**src/rtl/fifo_sdpram_param_if.sv**
```systemverilog
// CSR-side and consumer-side signals of fifo_sdpram_param grouped as one bus.
// FIFO_STATUS_CSR_EN adds the csr_read_en strobe for the status read word.
interface fifo_sdpram_param_if #(
  parameter int unsigned DataWidth = 8
);
  logic                 csr_enable;
  logic [11:0]          csr_addr;
  logic [31:0]          rs1_data;
`ifdef FIFO_STATUS_CSR_EN
  logic                 csr_read_en;
`endif
  logic                 next;
  logic [DataWidth-1:0] data;
  logic                 have_next;
  logic [31:0]          csr_data_out;

  modport master (
`ifdef FIFO_STATUS_CSR_EN
    output csr_read_en,
`endif
    output csr_enable, csr_addr, rs1_data, next,
    input  data, have_next, csr_data_out
  );

  modport slave (
`ifdef FIFO_STATUS_CSR_EN
    input  csr_read_en,
`endif
    input  csr_enable, csr_addr, rs1_data, next,
    output data, have_next, csr_data_out
  );
endinterface

```
**src/rtl/fifo_sdpram_param.sv**
```systemverilog
// CSR-fed FIFO on a simple dual-port RAM with registered read and show-ahead head.
// Optional status read word enabled by the FIFO_STATUS_CSR_EN macro.
module fifo_sdpram_param #(
  parameter int unsigned DataWidth       = 8,
  parameter int unsigned DepthLog2       = 4,
  parameter int unsigned AlmostFullLevel = 12,
  parameter logic [11:0] PushCsrAddr     = 12'h7C0,
  parameter logic [11:0] CtrlCsrAddr     = 12'h7C1
) (
  input  logic                 clk_i,
  input  logic                 reset_i,
  fifo_sdpram_param_if.slave   bus,
  output logic [DepthLog2:0]   count,
  output logic                 full,
  output logic                 almost_full,
  output logic                 overflow
);

  localparam int unsigned Depth = 1 << DepthLog2;

  typedef logic [DepthLog2-1:0] ptr_t;
  typedef logic [DepthLog2:0]   cnt_t;

  logic [DataWidth-1:0] mem [Depth];
  logic [DataWidth-1:0] ram_q;
  logic [DataWidth-1:0] byp_q;
  logic                 sel_byp_q, sel_byp_d;
  logic                 have_next_q, have_next_d;
  logic                 load_byp;
  ptr_t                 rd_ptr_q, rd_ptr_d;
  ptr_t                 wr_ptr_q, wr_ptr_d;
  cnt_t                 count_d;
  logic                 overflow_d;

  logic push_req, ctrl_wr, flush, ovf_clr, pop, push_acc, wr_en;
  logic unused_rs1;

  assign push_req = bus.csr_enable && (bus.csr_addr == PushCsrAddr);
  assign ctrl_wr  = bus.csr_enable && (bus.csr_addr == CtrlCsrAddr);
  assign flush    = ctrl_wr && bus.rs1_data[0];
  assign ovf_clr  = ctrl_wr && bus.rs1_data[1];
  assign pop      = bus.next && have_next_q;
  // A push into a full FIFO still fits when the head leaves in the same cycle.
  assign push_acc = push_req && (!full || pop);
  assign wr_en    = push_acc && !flush;
  assign unused_rs1 = ^bus.rs1_data;

  // NOTE: every always_comb output gets a default first so no latch is inferred.
  always_comb begin
    rd_ptr_d    = rd_ptr_q;
    wr_ptr_d    = wr_ptr_q;
    count_d     = count;
    have_next_d = have_next_q;
    sel_byp_d   = sel_byp_q;
    load_byp    = 1'b0;
    if (flush) begin
      rd_ptr_d    = '0;
      wr_ptr_d    = '0;
      count_d     = '0;
      have_next_d = 1'b0;
    end else begin
      if (pop)      rd_ptr_d = rd_ptr_q + ptr_t'(1);
      if (push_acc) wr_ptr_d = wr_ptr_q + ptr_t'(1);
      count_d     = count + cnt_t'(push_acc) - cnt_t'(pop);
      have_next_d = (count_d != '0);
      // The new head is written this very edge: the RAM cannot return it yet.
      if (push_acc && ((count == '0) || ((count == cnt_t'(1)) && pop))) begin
        sel_byp_d = 1'b1;
        load_byp  = 1'b1;
      end else if (pop) begin
        sel_byp_d = 1'b0;
      end
    end
  end

  assign overflow_d = (overflow && !ovf_clr) || (push_req && full && !pop && !flush);

  // NOTE: RAM storage and its read register carry no reset; pointers and count
  // define which words are meaningful, so the array maps onto block RAM.
  always_ff @(posedge clk_i) begin
    if (wr_en) mem[wr_ptr_q] <= bus.rs1_data[DataWidth-1:0];
    ram_q <= mem[rd_ptr_d];
  end

  // NOTE: all state updates use non-blocking assignments so every register
  // samples pre-edge values regardless of statement order.
  always_ff @(posedge clk_i) begin
    if (reset_i) begin
      rd_ptr_q    <= '0;
      wr_ptr_q    <= '0;
      count       <= '0;
      full        <= 1'b0;
      almost_full <= 1'b0;
      overflow    <= 1'b0;
      have_next_q <= 1'b0;
      sel_byp_q   <= 1'b0;
      byp_q       <= '0;
    end else begin
      rd_ptr_q    <= rd_ptr_d;
      wr_ptr_q    <= wr_ptr_d;
      count       <= count_d;
      full        <= (count_d == cnt_t'(Depth));
      almost_full <= (count_d >= cnt_t'(AlmostFullLevel));
      overflow    <= overflow_d;
      have_next_q <= have_next_d;
      sel_byp_q   <= sel_byp_d;
      if (load_byp) byp_q <= bus.rs1_data[DataWidth-1:0];
    end
  end

  assign bus.have_next = have_next_q;
  assign bus.data      = have_next_q ? (sel_byp_q ? byp_q : ram_q) : '0;

`ifdef FIFO_STATUS_CSR_EN
  logic [31:0] csr_q;

  always_ff @(posedge clk_i) begin
    if (reset_i) begin
      csr_q <= '0;
    end else if (bus.csr_read_en && (bus.csr_addr == CtrlCsrAddr)) begin
      csr_q <= {13'b0, almost_full, full, overflow, 16'(count)};
    end else begin
      csr_q <= '0;
    end
  end

  assign bus.csr_data_out = csr_q;
`else
  assign bus.csr_data_out = '0;
`endif

endmodule
```
**src/flat_wrapper.sv**
```systemverilog
// flat-port wrapper written by rule: the top's interface ports become plain ports
module fifo_sdpram_param_flat 
#(
  parameter int unsigned DataWidth       = 8,
  parameter int unsigned DepthLog2       = 4,
  parameter int unsigned AlmostFullLevel = 12,
  parameter logic [11:0] PushCsrAddr     = 12'h7C0,
  parameter logic [11:0] CtrlCsrAddr     = 12'h7C1
)
  (clk_i, reset_i, count, full, almost_full, overflow, bus_csr_enable, bus_csr_addr, bus_rs1_data, bus_next, bus_data, bus_have_next, bus_csr_data_out);
  fifo_sdpram_param_if #(.DataWidth(DataWidth)) bus_i ();
  input  logic clk_i;
  input  logic reset_i;
  output logic [DepthLog2:0] count;
  output logic full;
  output logic almost_full;
  output logic overflow;
  input wire logic [$bits(bus_i.csr_enable)-1:0] bus_csr_enable;
  input wire logic [$bits(bus_i.csr_addr)-1:0] bus_csr_addr;
  input wire logic [$bits(bus_i.rs1_data)-1:0] bus_rs1_data;
  input wire logic [$bits(bus_i.next)-1:0] bus_next;
  output wire logic [$bits(bus_i.data)-1:0] bus_data;
  output wire logic [$bits(bus_i.have_next)-1:0] bus_have_next;
  output wire logic [$bits(bus_i.csr_data_out)-1:0] bus_csr_data_out;
  assign bus_i.csr_enable = bus_csr_enable;
  assign bus_i.csr_addr = bus_csr_addr;
  assign bus_i.rs1_data = bus_rs1_data;
  assign bus_i.next = bus_next;
  assign bus_data = bus_i.data;
  assign bus_have_next = bus_i.have_next;
  assign bus_csr_data_out = bus_i.csr_data_out;
  fifo_sdpram_param #(.DataWidth(DataWidth), .DepthLog2(DepthLog2), .AlmostFullLevel(AlmostFullLevel), .PushCsrAddr(PushCsrAddr), .CtrlCsrAddr(CtrlCsrAddr)) u_core (.clk_i(clk_i), .reset_i(reset_i), .bus(bus_i), .count(count), .full(full), .almost_full(almost_full), .overflow(overflow));
endmodule
```
**config.mk**
```make
export PLATFORM = sky130hd
export DESIGN_NAME = fifo_sdpram_param_flat
export DESIGN_NICKNAME = d
export VERILOG_FILES = /design/src/rtl/fifo_sdpram_param_if.sv /design/src/rtl/fifo_sdpram_param.sv /design/src/flat_wrapper.sv
export SDC_FILE = /design/constraint.sdc
export NUM_CORES = 1
export LEC_CHECK = 0
export ABC_AREA = 1
export CORE_ASPECT_RATIO = 1.25
export CORE_UTILIZATION = 55
export CTS_CLUSTER_DIAMETER = 50
export CTS_CLUSTER_SIZE = 20
export DETAILED_ROUTE_END_ITERATION = 8
export PLACE_DENSITY = 0.8
export SLEW_MARGIN = 20
export SYNTH_ARGS = -nofsm -noshare
export SYNTH_HDL_FRONTEND = slang
export SYNTH_SLANG_ARGS = --single-unit
```
**constraint.sdc**
```tcl
create_clock -name clk_i -period 2.72 [get_ports clk_i]
set_input_delay 0.544 -clock clk_i [delete_from_list [all_inputs] [get_ports clk_i]]
set_output_delay 0.544 -clock clk_i [all_outputs]
set_load 0.02 [all_outputs]
```
==> run summary, run 1 <==
clock skew - 0.006816 ns
r2r endpoint - u_core.almost_full
postcts setup bufs - 0
setup violators final - 0
Mapped Cells - 790
Ant. Diodes - 0
area of the multi-input gates - 2180 um^2
status - finished, final reports clean
initial core utilization - 56.29%
Via Count - 5523
Routed WL - 16970 um
Peak VDD IR - 458.6 uV
layout cells sized above 1 - 9.268%
Final Util - 65.96%
R2R Setup Slk - 0.34 ns
HP Start - u_core.overflow
sequential power share - 40.4%
share of the synthesized area in the top cell type - 51.60%
number of flops mapped to enable cells by yosys - 128
CTS H-tree depth - 4
r2r startpoint - u_core.bus.have_next
DRT Pass-1 Iters - 5
internal power - 0.004943 W
CP endpoint kind - output pin
top cells by count, synth - 161 x nand2_1, 128 x edfxtp_1, 114 x inv_1
Hold Path End - u_core.overflow
vias in the first global route - 5230
Resized Gates After CTS - 0
Synth Warn # - 0
Met1 Routed Length - 6508 um
Reg clk slew, reported paths - 0.06 ns
combinational share of power - 24.7%
Min-Delay Path Depth - 2
RSZ-0062 raised after global routing - no
clock latency on the worst-skew pair - 0.42 ns
largest net degree at the start of global routing - 52
Netlist cell types - 31
Setup crit start kind - register
routability cong. - 0.8193
initial antenna violation count - 0
grt ovf - 0
top area cells in the synthesized netlist - edfxtp_1 52%, dfxtp_1 9.1%, nand2_1 8.1%
fill count - 1010
CTS buffer count - 17
area grow syn2layout - 17.17%
CTS tree - yes
sequential area share after synthesis - 60.74%
Max Cap Viol - 0
clk sink count - 162
chip height - 132.1 um
WL met3 - 1321 um
via/cell ratio - 5.285
gr usage total - 25.29%
flops & latches, synth - 162
I/O pins - 97
Hold Violations, Final - 0
Lkg Pwr - 3.841 nW
# rows - 47
switching power - 0.002064 W
Sw Ratio - 29.46%
input/output buffers - 40
most frequent cell after synthesis - nand2_1
Min-Delay Path Class - reg2reg
DR iter-0 viols - 404
die area - 14010 um^2
post-DP HPWL - 10290 um
synthesized area - 7448 um^2
root buffer cell - clkbuf_16
f_max - 0.3868 GHz
Reg area - 4524 um^2
post-route cell area - 8727 um^2
syn_area_per_cell - 9.428 um^2
critical-path maximum fanout - 17
PD cells - 803.0 nW/um^2
top_reg_cell synth - edfxtp_1
final antenna-violating net count - 0
Clock Path Buffers - 2
final period utilization - 95.04%
max_slew headroom - 46.54%
critical path class - reg2out
FF-to-FF path depth - 13
cell taking the most area after synthesis - edfxtp_1
critical path arrival - 2.04 ns
DRC - 0
Post-synth ARST share - 0%
Die X - 106.1 um
worst slew pin tran - 0.7994 ns
placed inst area - 8127 um^2
Nets - 921
Core Area - 13230 um^2
drt wl/cell - 16.24 um
Critical Path RT - 2.18 ns
Routed met2 length - 8633 um
clock network fraction of design power - 34.9%
first-pass GRT wire length - 26290 um
minimum clock period - 2.585 ns
Max Slew Vio Count - 0
max layer used - met4
# hold bufs at CTS - 0
==> cells in the final DEF, fill, tap and decap left out, types with 3 or more instances in the layout <==
cell type and instances:
conb_1 32, o21ai_0 14, nand2_2 4, a21oi_1 16, buf_4 38, clkinv_1 3
clkinv_2 3, clkbuf_16 17, edfxtp_1 128, nand2_1 160, dfxtp_1 34, buf_12 4
clkdlybuf4s50_1 40, nand3_1 112, nor2_1 109, bufinv_16 4, clkbuf_1 3, inv_1 114
xor2_1 5, inv_2 3, nor3_1 5, ha_1 11
==> worst max path at each step <==
| stage | depth (start not counted) | slack [ns] | endpoint | from |
|---|---|---|---|---|
| floorplan | 15 | 0.39 | u_core.almost_full | bus_csr_addr[7] |
| global placement | 14 | -0.08 | u_core.almost_full | bus_next |
| detailed placement | 14 | -0.14 | u_core.almost_full | bus_next |
| CTS | 3 | 0.16 | bus_data[2] | u_core.sel_byp_q |
| global route | 3 | 0.05 | bus_data[2] | u_core.sel_byp_q |
| finish | 3 | 0.14 | bus_data[2] | u_core.sel_byp_q |
==> logic make-up (layout without fill, tap and decap cells) <==
kind of cell               count (synthesis)  count (layout)  share of synthesized area, %
and+or+nand+nor                          399             399                         22.69
buffers and inverters                    179             232                         11.59
DFF                                      162             162                         60.74
AOI/OAI and AO/OA                         31              31                         2.100
adders and majority gates                 12              12                         2.117
xor gates and xnor gates                   6               6                        0.7055
other                                      1              32                       0.05035
==> stage by stage <==
| stage | setup slack (ns) | TNS (ns) | total power [W] | std cells | hold slack [ns] |
|---|---|---|---|---|---|
| 5_1_grt | 0.04610 | 0 | 0.007282 | 1045 | 0.5072 |
| 4_1_cts | 0.1640 | 0 | 0.006995 | 1045 | 0.4681 |
| 3_3_place_gp | -0.07985 | -0.1701 | 0.004515 | 1013 | 0.4541 |
| 3_5_place_dp | -0.1410 | -0.4489 | 0.004557 | 1013 | 0.4588 |
| 6_report | 0.1350 | 0 | 0.007008 | 1045 | 0.4683 |
| 2_1_floorplan | 0.3932 | 0 | 0.004032 | 821 | 0.4855 |
==> power by group through the flow <==
| stage | combinational [W] | sequential [W] | clock (W) |
|---|---|---|---|
| floorplan | 0.00111 | 0.00292 | 0 |
| global placement | 0.00164 | 0.00288 | 0 |
| detailed placement | 0.00168 | 0.00288 | 0 |
| CTS | 0.00171 | 0.00283 | 0.00245 |
| global route | 0.00189 | 0.00284 | 0.00255 |
| finish | 0.00173 | 0.00283 | 0.00244 |
==> per-layer routing <==
metal	global-route usage [%]	vias up
met5	0	-
met4	11.88	0
met3	5.091	43
met2	42.96	278
met1	30.90	2585
li1	-	2617
==> registers in the layout (all words and copies together), names as in the netlist <==
name,cells
u_core.almost_full,1
u_core.overflow,1
u_core.rd_ptr_q,4
u_core.byp_q,8
u_core.bus.have_next,1
u_core.wr_ptr_q,4
u_core.full,1
u_core.sel_byp_q,1
u_core.count,5
u_core.ram_q,8
u_core.mem,128
==> worst max-delay path: stages, from the launching register on <==
cell             delay (ns)
dfxtp_1                0.62
o21ai_0                0.18
a21oi_1                0.19
clkdlybuf4s50_1        0.63
==> cell type report <==
type | count | share of cell area, %
flip-flops and latches | 162 | 51.84
multi-input cells | 480 | 24.97
repair buffers | 82 | 8.774
inverters | 118 | 5.075
clock buffers | 20 | 5.004
well taps | 171 | 2.452
clock inverters | 12 | 1.878
Note: power is estimated with default switching activity, not from simulation.
==> run 2: changes to the inputs <==
--- a/config.mk
+++ b/config.mk
@@ -6,6 +6,7 @@
 export NUM_CORES = 1
 export LEC_CHECK = 0
 export ABC_AREA = 1
+export CAP_MARGIN = 25
 export CORE_ASPECT_RATIO = 1.25
 export CORE_UTILIZATION = 55
 export CTS_CLUSTER_DIAMETER = 50
==> results of run 2 <==
Final layout, timing and power as in run 1 (identical DEF).
